<file path="src/rtl/riscv_cache_hit.sv">
// riscv_cache_hit: data-cache hit/miss stage; acks hits, writes hit lines, and runs victim line fills on misses.
module riscv_cache_hit #(
  parameter int XLEN = 32,
  parameter int PLEN = XLEN,
  parameter int SIZE = 64,
  parameter int BLOCK_SIZE = XLEN,
  parameter int WAYS = 2,
  localparam int BLK_OFFS_BITS = $clog2(BLOCK_SIZE),
  localparam int IDX_BITS = $clog2(SIZE*1024/BLOCK_SIZE/WAYS),
  localparam int TAG_BITS = PLEN - IDX_BITS - BLK_OFFS_BITS,
  localparam int LINE = BLOCK_SIZE*8
) (
  input  logic                     clk_i,
  input  logic                     rst_i,
  input  logic                     flush_i,
  input  logic                     req_i,
  input  logic                     wreq_i,
  input  logic [PLEN-1:0]          adr_i,
  input  logic [XLEN/8-1:0]        be_i,
  input  logic [XLEN-1:0]          d_i,
  input  logic                     pagefault_i,
  input  logic [TAG_BITS-1:0]      core_tag_i,
  input  logic [WAYS*TAG_BITS-1:0] tag_i,
  input  logic [WAYS-1:0]          valid_i,
  input  logic [WAYS*LINE-1:0]     line_i,
  output logic                     stall_o,
  output logic                     ack_o,
  output logic                     err_o,
  output logic [XLEN-1:0]          q_o,
  output logic                     mem_we_o,
  output logic [WAYS-1:0]          mem_way_o,
  output logic [XLEN/8-1:0]        mem_be_o,
  output logic [XLEN-1:0]          mem_d_o,
  output logic                     fill_req_o,
  output logic [PLEN-1:0]          fill_adr_o,
  output logic [WAYS-1:0]          fill_way_o,
  input  logic                     fill_ack_i,
  input  logic                     fill_done_i,
  input  logic                     fill_err_i
);
  localparam int WB = $clog2(XLEN/8);
  localparam int CW = WAYS > 1 ? $clog2(WAYS) : 1;
  localparam logic [2:0] ARMED = 3'd0, MISS_REQ = 3'd1, WAIT_FILL = 3'd2, RECHECK = 3'd3, ERR = 3'd4;
  logic [2:0] state;
  logic flushed, inv, armed, take, miss, we, unused;
  logic [CW-1:0] cnt, cnt_nxt, vic;
  logic [WAYS-1:0] hit, hit_way;
  logic [LINE-1:0] hit_line;
  logic [BLK_OFFS_BITS-WB-1:0] widx;
  logic [XLEN-1:0] word;
  // descending scan so the lowest-index hit and lowest-index invalid way win
  always_comb begin
    hit = '0;
    hit_way = '0;
    hit_line = '0;
    vic = cnt;
    inv = 1'b0;
    for (int w = WAYS-1; w >= 0; w--) begin
      hit[w] = req_i & ~pagefault_i & valid_i[w] & (tag_i[w*TAG_BITS +: TAG_BITS] == core_tag_i);
      if (hit[w]) begin
        hit_way = '0;
        hit_way[w] = 1'b1;
        hit_line = line_i[w*LINE +: LINE];
      end
      if (!valid_i[w]) begin
        vic = CW'(w);
        inv = 1'b1;
      end
    end
  end
  assign widx = adr_i[BLK_OFFS_BITS-1:WB];
  assign word = XLEN'(hit_line >> {widx, {$clog2(XLEN){1'b0}}});
  assign cnt_nxt = (cnt == CW'(WAYS-1)) ? '0 : cnt + 1'b1;
  assign armed = state == ARMED;
  assign take = armed & req_i & ~flush_i;
  assign miss = take & ~pagefault_i & ~|hit;
  assign we = take & wreq_i & |hit;
  assign stall_o = ~armed | miss;
  assign mem_we_o = we;
  assign mem_way_o = we ? hit_way : '0;
  assign mem_be_o = we ? be_i : '0;
  assign mem_d_o = we ? d_i : '0;
  assign unused = ^adr_i[WB-1:0];
  always_ff @(posedge clk_i or posedge rst_i)
    if (rst_i) begin
      state <= ARMED;
      flushed <= 1'b0;
      cnt <= '0;
      ack_o <= 1'b0;
      err_o <= 1'b0;
      q_o <= '0;
      fill_req_o <= 1'b0;
      fill_adr_o <= '0;
      fill_way_o <= '0;
    end else begin
      ack_o <= 1'b0;
      err_o <= 1'b0;
      q_o <= '0;
      case (state)
        ARMED: begin
          ack_o <= take & (pagefault_i | |hit);
          err_o <= take & pagefault_i;
          q_o <= (take & ~wreq_i & |hit) ? word : '0;
          if (miss) begin
            state <= MISS_REQ;
            fill_req_o <= 1'b1;
            fill_adr_o <= {adr_i[PLEN-1:BLK_OFFS_BITS], {BLK_OFFS_BITS{1'b0}}};
            fill_way_o <= WAYS'(1) << vic;
            if (!inv) cnt <= cnt_nxt;
          end
        end
        MISS_REQ: begin
          flushed <= flushed | flush_i;
          if (fill_ack_i) begin
            fill_req_o <= 1'b0;
            state <= WAIT_FILL;
          end
        end
        // a flushed request still completes the fill but never acks
        WAIT_FILL: begin
          flushed <= flushed | flush_i;
          if (fill_err_i) begin
            state <= ERR;
            ack_o <= ~(flushed | flush_i);
            err_o <= ~(flushed | flush_i);
          end else if (fill_done_i) state <= RECHECK;
        end
        default: begin
          state <= ARMED;
          flushed <= 1'b0;
        end
      endcase
    end
endmodule

</file>
<file path="config.mk">
export PLATFORM = sky130hd
export DESIGN_NAME = riscv_cache_hit
export DESIGN_NICKNAME = d
export VERILOG_FILES = /design/src/rtl/riscv_cache_hit.sv
export SDC_FILE = /design/constraint.sdc
export NUM_CORES = 1
export LEC_CHECK = 0
export CORE_AREA = 3 3 289 291
export DETAILED_ROUTE_END_ITERATION = 10
export DIE_AREA = 0 0 292 294
export PLACE_DENSITY = 0.44
export SLEW_MARGIN = 25
export SYNTH_ARGS = -nofsm -noshare
export SYNTH_HDL_FRONTEND = slang
export SYNTH_SLANG_ARGS = --single-unit
</file>
<file path="constraint.sdc">
create_clock -name clk_i -period 2.7 [get_ports clk_i]
set_input_delay 0.54 -clock clk_i [delete_from_list [all_inputs] [get_ports clk_i]]
set_output_delay 0.54 -clock clk_i [all_outputs]
set_load 0.01 [all_outputs]
</file>
==> impl_metrics.env <==
export IMPL_rsz0062_at_grt="yes"
export IMPL_synth_warnings=0
export IMPL_crit_slowest_cell="nor4_4"
export IMPL_netlist_instances=991
export IMPL_cp_start_kind="input pin"
export IMPL_grt_pass1_vias=13700
export IMPL_synth_seq_cells=69
export IMPL_gp_congestion=0.923
export IMPL_clkTransAtPathRegs_ns=0.07
export IMPL_whs_ns=0.470
export IMPL_max_slew_margin_rel=0.595
export IMPL_startpoint="tag_i[25]"
export IMPL_critPathArrivalTime_ns=2.66
export IMPL_worst_slack_ns=-0.501
export IMPL_initial_utilization=0.108
export IMPL_status="finished, violations left"
export IMPL_rr_startpoint="state[2]$_DFFE_PP0P_"
export IMPL_io_buffers=743
export IMPL_nFillCells=8605
export IMPL_synth_area_sq_um=8710
export IMPL_syn_area_per_cell_sq_um=8.79
export IMPL_synth_distinct_cells=47
export IMPL_grt_pass1_wl_um=106000
export IMPL_htreeDepth=3
export IMPL_fin_crit_sh=1.19
export IMPL_drive_gt1_frac=0.259
export IMPL_min_path_type="flip-flop to flip-flop"
export IMPL_synth_edf_count=0
export IMPL_core_region_area_sq_um=80800
export IMPL_critPathMaxFanout=5
export IMPL_synth_top_cell_by_area="dfrtp_1"
export IMPL_ios=751
export IMPL_p_leak_nw=7.92
export IMPL_critical_path_buf_inv_count=6
export IMPL_wl_per_cell_um=27.3
export IMPL_vias=12800
export IMPL_max_clock_path_buffers=2
export IMPL_cp_data_required_time_ns=2.16
export IMPL_setup_tns_final_ns=-28.44
export IMPL_totalPowerFinal_mw=5.98
export IMPL_end_kind="primary output"
export IMPL_syn2layout_area_growth_pct=134
export IMPL_dieHeight_um=294
export IMPL_grt_antenna_before_repair=13
export IMPL_critPathTopFamily="simple AND/OR/NAND/NOR gates"
export IMPL_clock_latency_ns=0.38
export IMPL_dp_slack_ns=-1.83
export IMPL_cpPeakStageDelay_ns=0.34
export IMPL_dieArea_sq_um=85800
export IMPL_hp_start="cnt$_DFFE_PP0P_"
export IMPL_fin_area_sq_um=20400
export IMPL_drv_cap=0
export IMPL_wl_um=78600
export IMPL_synth_top_cell_area_share=0.198
export IMPL_path_class="input pin to primary output"
export IMPL_track_usage=0.173
export IMPL_cts_tree="built"
export IMPL_root_buffer="clkbuf_16"
export IMPL_die_w_um=292
export IMPL_ys_flop_type="dfrtp_1"
export IMPL_via_per_inst=4.46
export IMPL_firstDrtPassIters=5
export IMPL_ys_top_cells_by_count="nand2_1, and3_1, a311oi_1"
export IMPL_placedInstanceArea_sq_um=18500
export IMPL_worstMarginPinSlew_ns=0.607
export IMPL_cp_common_cell="buf_12"
export IMPL_async_flop_share=1.00
export IMPL_maxSlewViolCount=0
export IMPL_synth_most_common_cell="nand2_1"
export IMPL_violations="negative setup slack"
export IMPL_synth_seq_area_share=0.198
export IMPL_drcViolationCount=0
export IMPL_ir_drop_mv=0.262
export IMPL_rows=104
export IMPL_drt_iter0_drc=614
export IMPL_grt_ovfl_total=0
export IMPL_grt_max_degree=64
export IMPL_crit_chain="buf_2, xor2_2, nor4_4, buf_4, nand4_1, or2_4, a21oi_4, buf_12, buf_12, clkbuf_16, and3_4, buf_6"
export IMPL_cts_sinks=69
export IMPL_post_route_min_period_ns=3.20
export IMPL_p_per_area_nw_per_um2=293
export IMPL_max_freq_mhz=312
export IMPL_finalHoldViolCount=0
export IMPL_fin_nets=2447
export IMPL_final_antenna_net_count=0
export IMPL_skew_ns=0.0198
export IMPL_synth_area_leaders="dfrtp_1, mux4_2, a311oi_1"
export IMPL_hpwl_um=62100
export IMPL_setup_viol=74
export IMPL_cts_buffers=9
==> stage by stage <==
stage / std cells / util
after floorplan: 995 / -
after global placement: 2814 / 0.228
after detailed placement: 2814 / 0.228
after CTS: 2859 / 0.242
after global routing: 2877 / 0.252
final: 2879 / 0.252
==> power by group <==
group | internal, mW | switching (mW) | total [mW]
registers | 1.29 | 0.154 | 1.44
clock network | 0.828 | 0.666 | 1.49
logic | 1.80 | 1.25 | 3.04
==> repair_timing <==
| item | in CTS | in global routing |
|---|---|---|
| hold buffers | 0 | 0 |
| pin swaps | 29 | 28 |
| endpoints found under the setup margin | 105 | 80 |
| setup buffers | 22 | 18 |
| resized for setup | 337 | 147 |
| cloned | 9 | 3 |
==> kinds of logic after synthesis <==
kind of cell	count (synthesis)	synth area share
other	1	0.000430
DFF	69	0.198
buffers and inverters	129	0.0666
xor gates and xnor gates	35	0.0352
AOI/OAI and AO/OA	333	0.327
muxes	64	0.165
and+or+nand+nor	360	0.207
==> cell type report <==
cell class / instances / area [sq um] / area share
timing repair buffer: 926 / 9540 / 0.468
multi-input combinational: 797 / 7430 / 0.364
sequential: 69 / 1730 / 0.0847
tap: 1060 / 1330 / 0.0651
clock buffer: 9 / 225 / 0.0111
clock inverter: 7 / 105 / 0.00516
antenna: 9 / 22.5 / 0.00111
inverter: 2 / 10.0 / 0.000491
==> flip-flops by register name, indices dropped and copies added (netlist names) <==
signal      count
ack_o           1
cnt             1
err_o           1
fill_adr_o     27
fill_req_o      1
fill_way_o      2
flushed         1
q_o            32
state           3
==> layer usage <==
metal / track usage / vias to the layer above / routed length, um
li1: - / 5679 / -
met1: 0.211 / 6374 / 32100
met2: 0.306 / 685 / 39200
met4: 0.0435 / 8 / 1800
met3: 0.0409 / 83 / 5450
met5: 0 / - / 50
==> path summary, 6_finish.rpt <==
| check | slack, ns | depth (start not counted) | to |
|---|---|---|---|
| max in group asynchronous | 1.47 | 3 | state[0]$_DFFE_PP0P_ |
| worst max-delay path | -0.50 | 12 | mem_d_o[20] |
| min in group asynchronous | 0.59 | 2 | q_o[6]$_DFF_PP0_ |
| worst max register to register | 0.13 | 8 | q_o[13]$_DFF_PP0_ |
| worst min-delay path | 0.47 | 1 | cnt$_DFFE_PP0P_ |
| worst min register to register | 0.47 | 1 | cnt$_DFFE_PP0P_ |
==> cells in the final DEF (no fill, tap or decap), drive strengths merged, types with 3 or more instances in the layout <==
cell / n
clkdlybuf4s50: 655
buf: 234
nand2: 123
and3: 100
a311oi: 93
nor3: 70
dfrtp: 69
mux4: 64
a211o: 64
a21oi: 36
a211oi: 35
nor2: 32
o22a: 32
o41ai: 31
o211ai: 31
xnor2: 18
xor2: 17
clkbuf: 16
dlygate4sd2: 14
nand4: 10
dlymetal6s2s: 10
diode: 9
nor4: 6
o21ai: 5
conb: 5
inv: 5
clkdlybuf4s15: 4
or2: 3
nor3b: 3
No activity file was read; power rests on OpenSTA's default activity.
==> RTL edit 1, RTL diff (config.mk and constraints unchanged) <==
The parameter `SIZE` goes from 64 to 128.
--- a/src/rtl/riscv_cache_hit.sv
+++ b/src/rtl/riscv_cache_hit.sv
@@ -2,7 +2,7 @@
 module riscv_cache_hit #(
   parameter int XLEN = 32,
   parameter int PLEN = XLEN,
-  parameter int SIZE = 64,
+  parameter int SIZE = 128,
   parameter int BLOCK_SIZE = XLEN,
   parameter int WAYS = 2,
   localparam int BLK_OFFS_BITS = $clog2(BLOCK_SIZE),
Interface: changed (resized core_tag_i and tag_i); port bits go from 751 to 748. The function was not compared with the original's and may differ.
==> RTL edit 1 against the original RTL <==
- the run still ends with negative setup slack left
- sequential power hardly changed
- total power down 8.4%
- worst setup slack gained 200 ps
- final area up 3.1%
- wire length grew 3.7%
- synthesized area down 13%
- global-route usage grew 0.60 points
- sequential cell count did not move
- largest power group unchanged
- highest routed layer unchanged
==> RTL edit 1: results <==
{
  "status": "finished, violations left",
  "violations": "negative setup slack",
  "leakage_nw": 8.61,
  "critPathLaunch": "core_tag_i[2]",
  "seq_share_pct": 8.22,
  "place_congestion": 0.902,
  "grt_pass1_wl_mm": 107,
  "cts_resized": 619,
  "skew_ps": 17.8,
  "fillers": 8540,
  "post-dp-hpwl_mm": 61.6,
  "synth_common_cells": "nand2_1 (197), clkbuf_1 (110), a221oi_1 (108), a31oi_1 (107), mux2i_1 (107)",
  "vias": 12300,
  "wl_per_cell_um": 27.9,
  "multiInputGateArea_um2": 7510,
  "finalSetupViolCount": 71,
  "use_met1_pct": 20.8,
  "nFlopsAndLatches": 69,
  "layout-drive-gt1-share_pct": 29.9,
  "clkCellAreaFrac_pct": 1.31,
  "layout.nets": 2481,
  "seq_power_share_pct": 26.2,
  "finalSetupTns_ps": -13060,
  "gr-usage-met2_pct": 32.8,
  "synth.top_cell.area_share_pct": 22.7,
  "multi_input_gates": 806,
  "grt_pass1_vias": 13200,
  "relSlewSlack_pct": 59.4,
  "synth_compound_gate_area_share_pct": 28.0,
  "numPortBuffers": 740,
  "n_all_buffers": 954,
  "worst_slack_ps": -306,
  "ys_seq_area_share_pct": 22.7,
  "met3_usage_pct": 5.15,
  "nonClkBufAreaFrac_pct": 48.3,
  "r2r-end": "q_o[31]$_DFF_PP0_"
}
## RTL edit 1: cell types whose count changed after synthesis, sizes merged, moves of 35 or more
| cell | unedited run | this run |
|---|---|---|
| and3 | 100 | 59 |
| nand3 | 2 | 46 |
| a31oi | 0 | 107 |
| clkbuf | 73 | 110 |
| a221oi | 1 | 108 |
| mux4 | 64 | 0 |
| a211oi | 35 | 0 |
| nor3 | 70 | 6 |
| nand2 | 123 | 197 |
| mux2i | 0 | 107 |
| a211o | 64 | 0 |
| a311oi | 93 | 0 |
## RTL edit 1: through the flow
step	util, %	total power [W]	hold slack [ps]	std cells	area, µm²
floorplan	-	0.00215	437	1006	7640
global placement	21.4	0.00399	451	2825	17300
finish	26.0	0.00548	470	2915	21000
detailed placement	21.4	0.00401	462	2825	17300
CTS	25.0	0.00554	473	2894	20200
global route	26.0	0.00582	497	2907	21000
==> RTL edit 2, RTL diff (same flow settings) <==
Made on the original files. Put one more register stage on the output `err_o`, cleared by the reset. The value now appears one clock later. The other outputs are not delayed to match.
--- a/src/rtl/riscv_cache_hit.sv
+++ b/src/rtl/riscv_cache_hit.sv
@@ -41,6 +41,8 @@
   localparam int WB = $clog2(XLEN/8);
   localparam int CW = WAYS > 1 ? $clog2(WAYS) : 1;
   localparam logic [2:0] ARMED = 3'd0, MISS_REQ = 3'd1, WAIT_FILL = 3'd2, RECHECK = 3'd3, ERR = 3'd4;
+
+  logic err_s0;
   logic [2:0] state;
   logic flushed, inv, armed, take, miss, we, unused;
   logic [CW-1:0] cnt, cnt_nxt, vic;
@@ -87,19 +89,19 @@
       flushed <= 1'b0;
       cnt <= '0;
       ack_o <= 1'b0;
-      err_o <= 1'b0;
+      err_s0 <= 1'b0;
       q_o <= '0;
       fill_req_o <= 1'b0;
       fill_adr_o <= '0;
       fill_way_o <= '0;
     end else begin
       ack_o <= 1'b0;
-      err_o <= 1'b0;
+      err_s0 <= 1'b0;
       q_o <= '0;
       case (state)
         ARMED: begin
           ack_o <= take & (pagefault_i | |hit);
-          err_o <= take & pagefault_i;
+          err_s0 <= take & pagefault_i;
           q_o <= (take & ~wreq_i & |hit) ? word : '0;
           if (miss) begin
             state <= MISS_REQ;
@@ -122,7 +124,7 @@
           if (fill_err_i) begin
             state <= ERR;
             ack_o <= ~(flushed | flush_i);
-            err_o <= ~(flushed | flush_i);
+            err_s0 <= ~(flushed | flush_i);
           end else if (fill_done_i) state <= RECHECK;
         end
         default: begin
@@ -131,5 +133,13 @@
         end
       endcase
     end
+  always_ff @(posedge clk_i or posedge rst_i) begin
+    if (rst_i) begin
+      err_o <= '0;
+    end else begin
+      err_o <= err_s0;
+    end
+  end
+
 endmodule
 
Behaviour: not the same (Yosys sat finds a counterexample within 4 cycles, from zero or initial values and one cycle with rst_i high).
==> RTL edit 2 against the original RTL <==
- the run still ends with negative setup slack left
- final area shrank 5.2%
- sequential share of layout area rose by 0.59 points
- critical path depth grew 1
- die area is the same
- global-route usage decreased by 0.60 points
- total power is 14% lower
- worst setup slack improved by 250 ps
- wire length up 1.0%
- combinational power down 19%
- synthesized area decreased by 15%
- count of clock-buffer cells in the layout grew 1
- sequential cell count increased by 1
- highest routed layer unchanged
==> RTL edit 2: results <==
{
  "status": "finished, violations left",
  "violations": "negative setup slack",
  "synth_compound_gate_area_share_pct": 35.5,
  "synthMuxAreaShare_pct": 0,
  "fillers": 8735,
  "p_sw_share_pct": 32.8,
  "layout.nets": 2406,
  "n_all_buffers": 936,
  "synth.area.top_cells": "dfrtp_1 (24%), a221o_1 (20%), nand3_1 (12%)",
  "skew_ps": 15.0,
  "crit_family": "buffers and inverters",
  "dr_wl_met3_mm": 5.26,
  "grt_max_degree": 100,
  "multi_input_gates": 741,
  "cts_resized": 463,
  "firstDrtPassIters": 8,
  "grt_use_total_pct": 16.7,
  "layout-drive-gt1-share_pct": 23.8,
  "drt-initial-drc-count": 782,
  "reg2regPathDepth": 9,
  "finalSetupViolCount": 70,
  "cp.arrival_ps": 2410,
  "wirelength_met1_mm": 32.5,
  "met3_usage_pct": 3.46,
  "post-dp-hpwl_mm": 59.0,
  "relSlewSlack_pct": 32.7,
  "worst_slack_ps": -249,
  "p_clk_share_pct": 24.5,
  "ys_seq_area_share_pct": 23.7,
  "synth-xor-area-share_pct": 4.15,
  "use_met1_pct": 20.0,
  "inverters": 6,
  "grt_pass1_wl_mm": 101,
  "pre_cts_slack_ps": -1130,
  "worst_ir_drop_vdd_mv": 0.251,
  "clkCellAreaFrac_pct": 1.42,
  "synth_common_cells": "nand3_1 (181), a221o_1 (147), nand2_1 (120), clkbuf_1 (75), dfrtp_1 (70)",
  "cts_setup_buffers": 30,
  "area_delta_synth_final_pct": 162,
  "grt_pass1_vias": 12500,
  "max_stage_delay_ps": 300,
  "nonClkBufAreaFrac_pct": 51.8,
  "place_congestion": 0.866,
  "wl_per_cell_um": 28.0,
  "wl_met2_mm": 39.7,
  "synthDistinctLibCells": 42,
  "cpMaxStageDelayCell": "nor3_4",
  "clkbuf_count": 10,
  "holdPathStages": 0
}
-- RTL edit 2: through the flow --
stage               hold slack [ps]  total power (W)  TNS (ps)  cells
detailed placement              337          0.00385    -87280   2732
global route                    356          0.00546    -13110   2836
CTS                             353          0.00523     -9250   2792
floorplan                       331          0.00209     -1190    946
finish                          350          0.00515     -9110   2836
global placement                338          0.00383    -84200   2732
-- RTL edit 2: worst paths after layout --
path | from | endpoint | slack (ps)
min in group asynchronous | rst_i | q_o[12]$_DFF_PP0_ | 470
hold reg to reg | err_s0$_DFF_PP0_ | err_o$_DFF_PP0_ | 350
max in group asynchronous | rst_i | q_o[19]$_DFF_PP0_ | 1640
setup reg to reg | state[2]$_DFFE_PP0P_ | q_o[9]$_DFF_PP0_ | 200
hold / removal | err_s0$_DFF_PP0_ | err_o$_DFF_PP0_ | 350
setup / recovery | core_tag_i[3] | mem_way_o[0] | -250
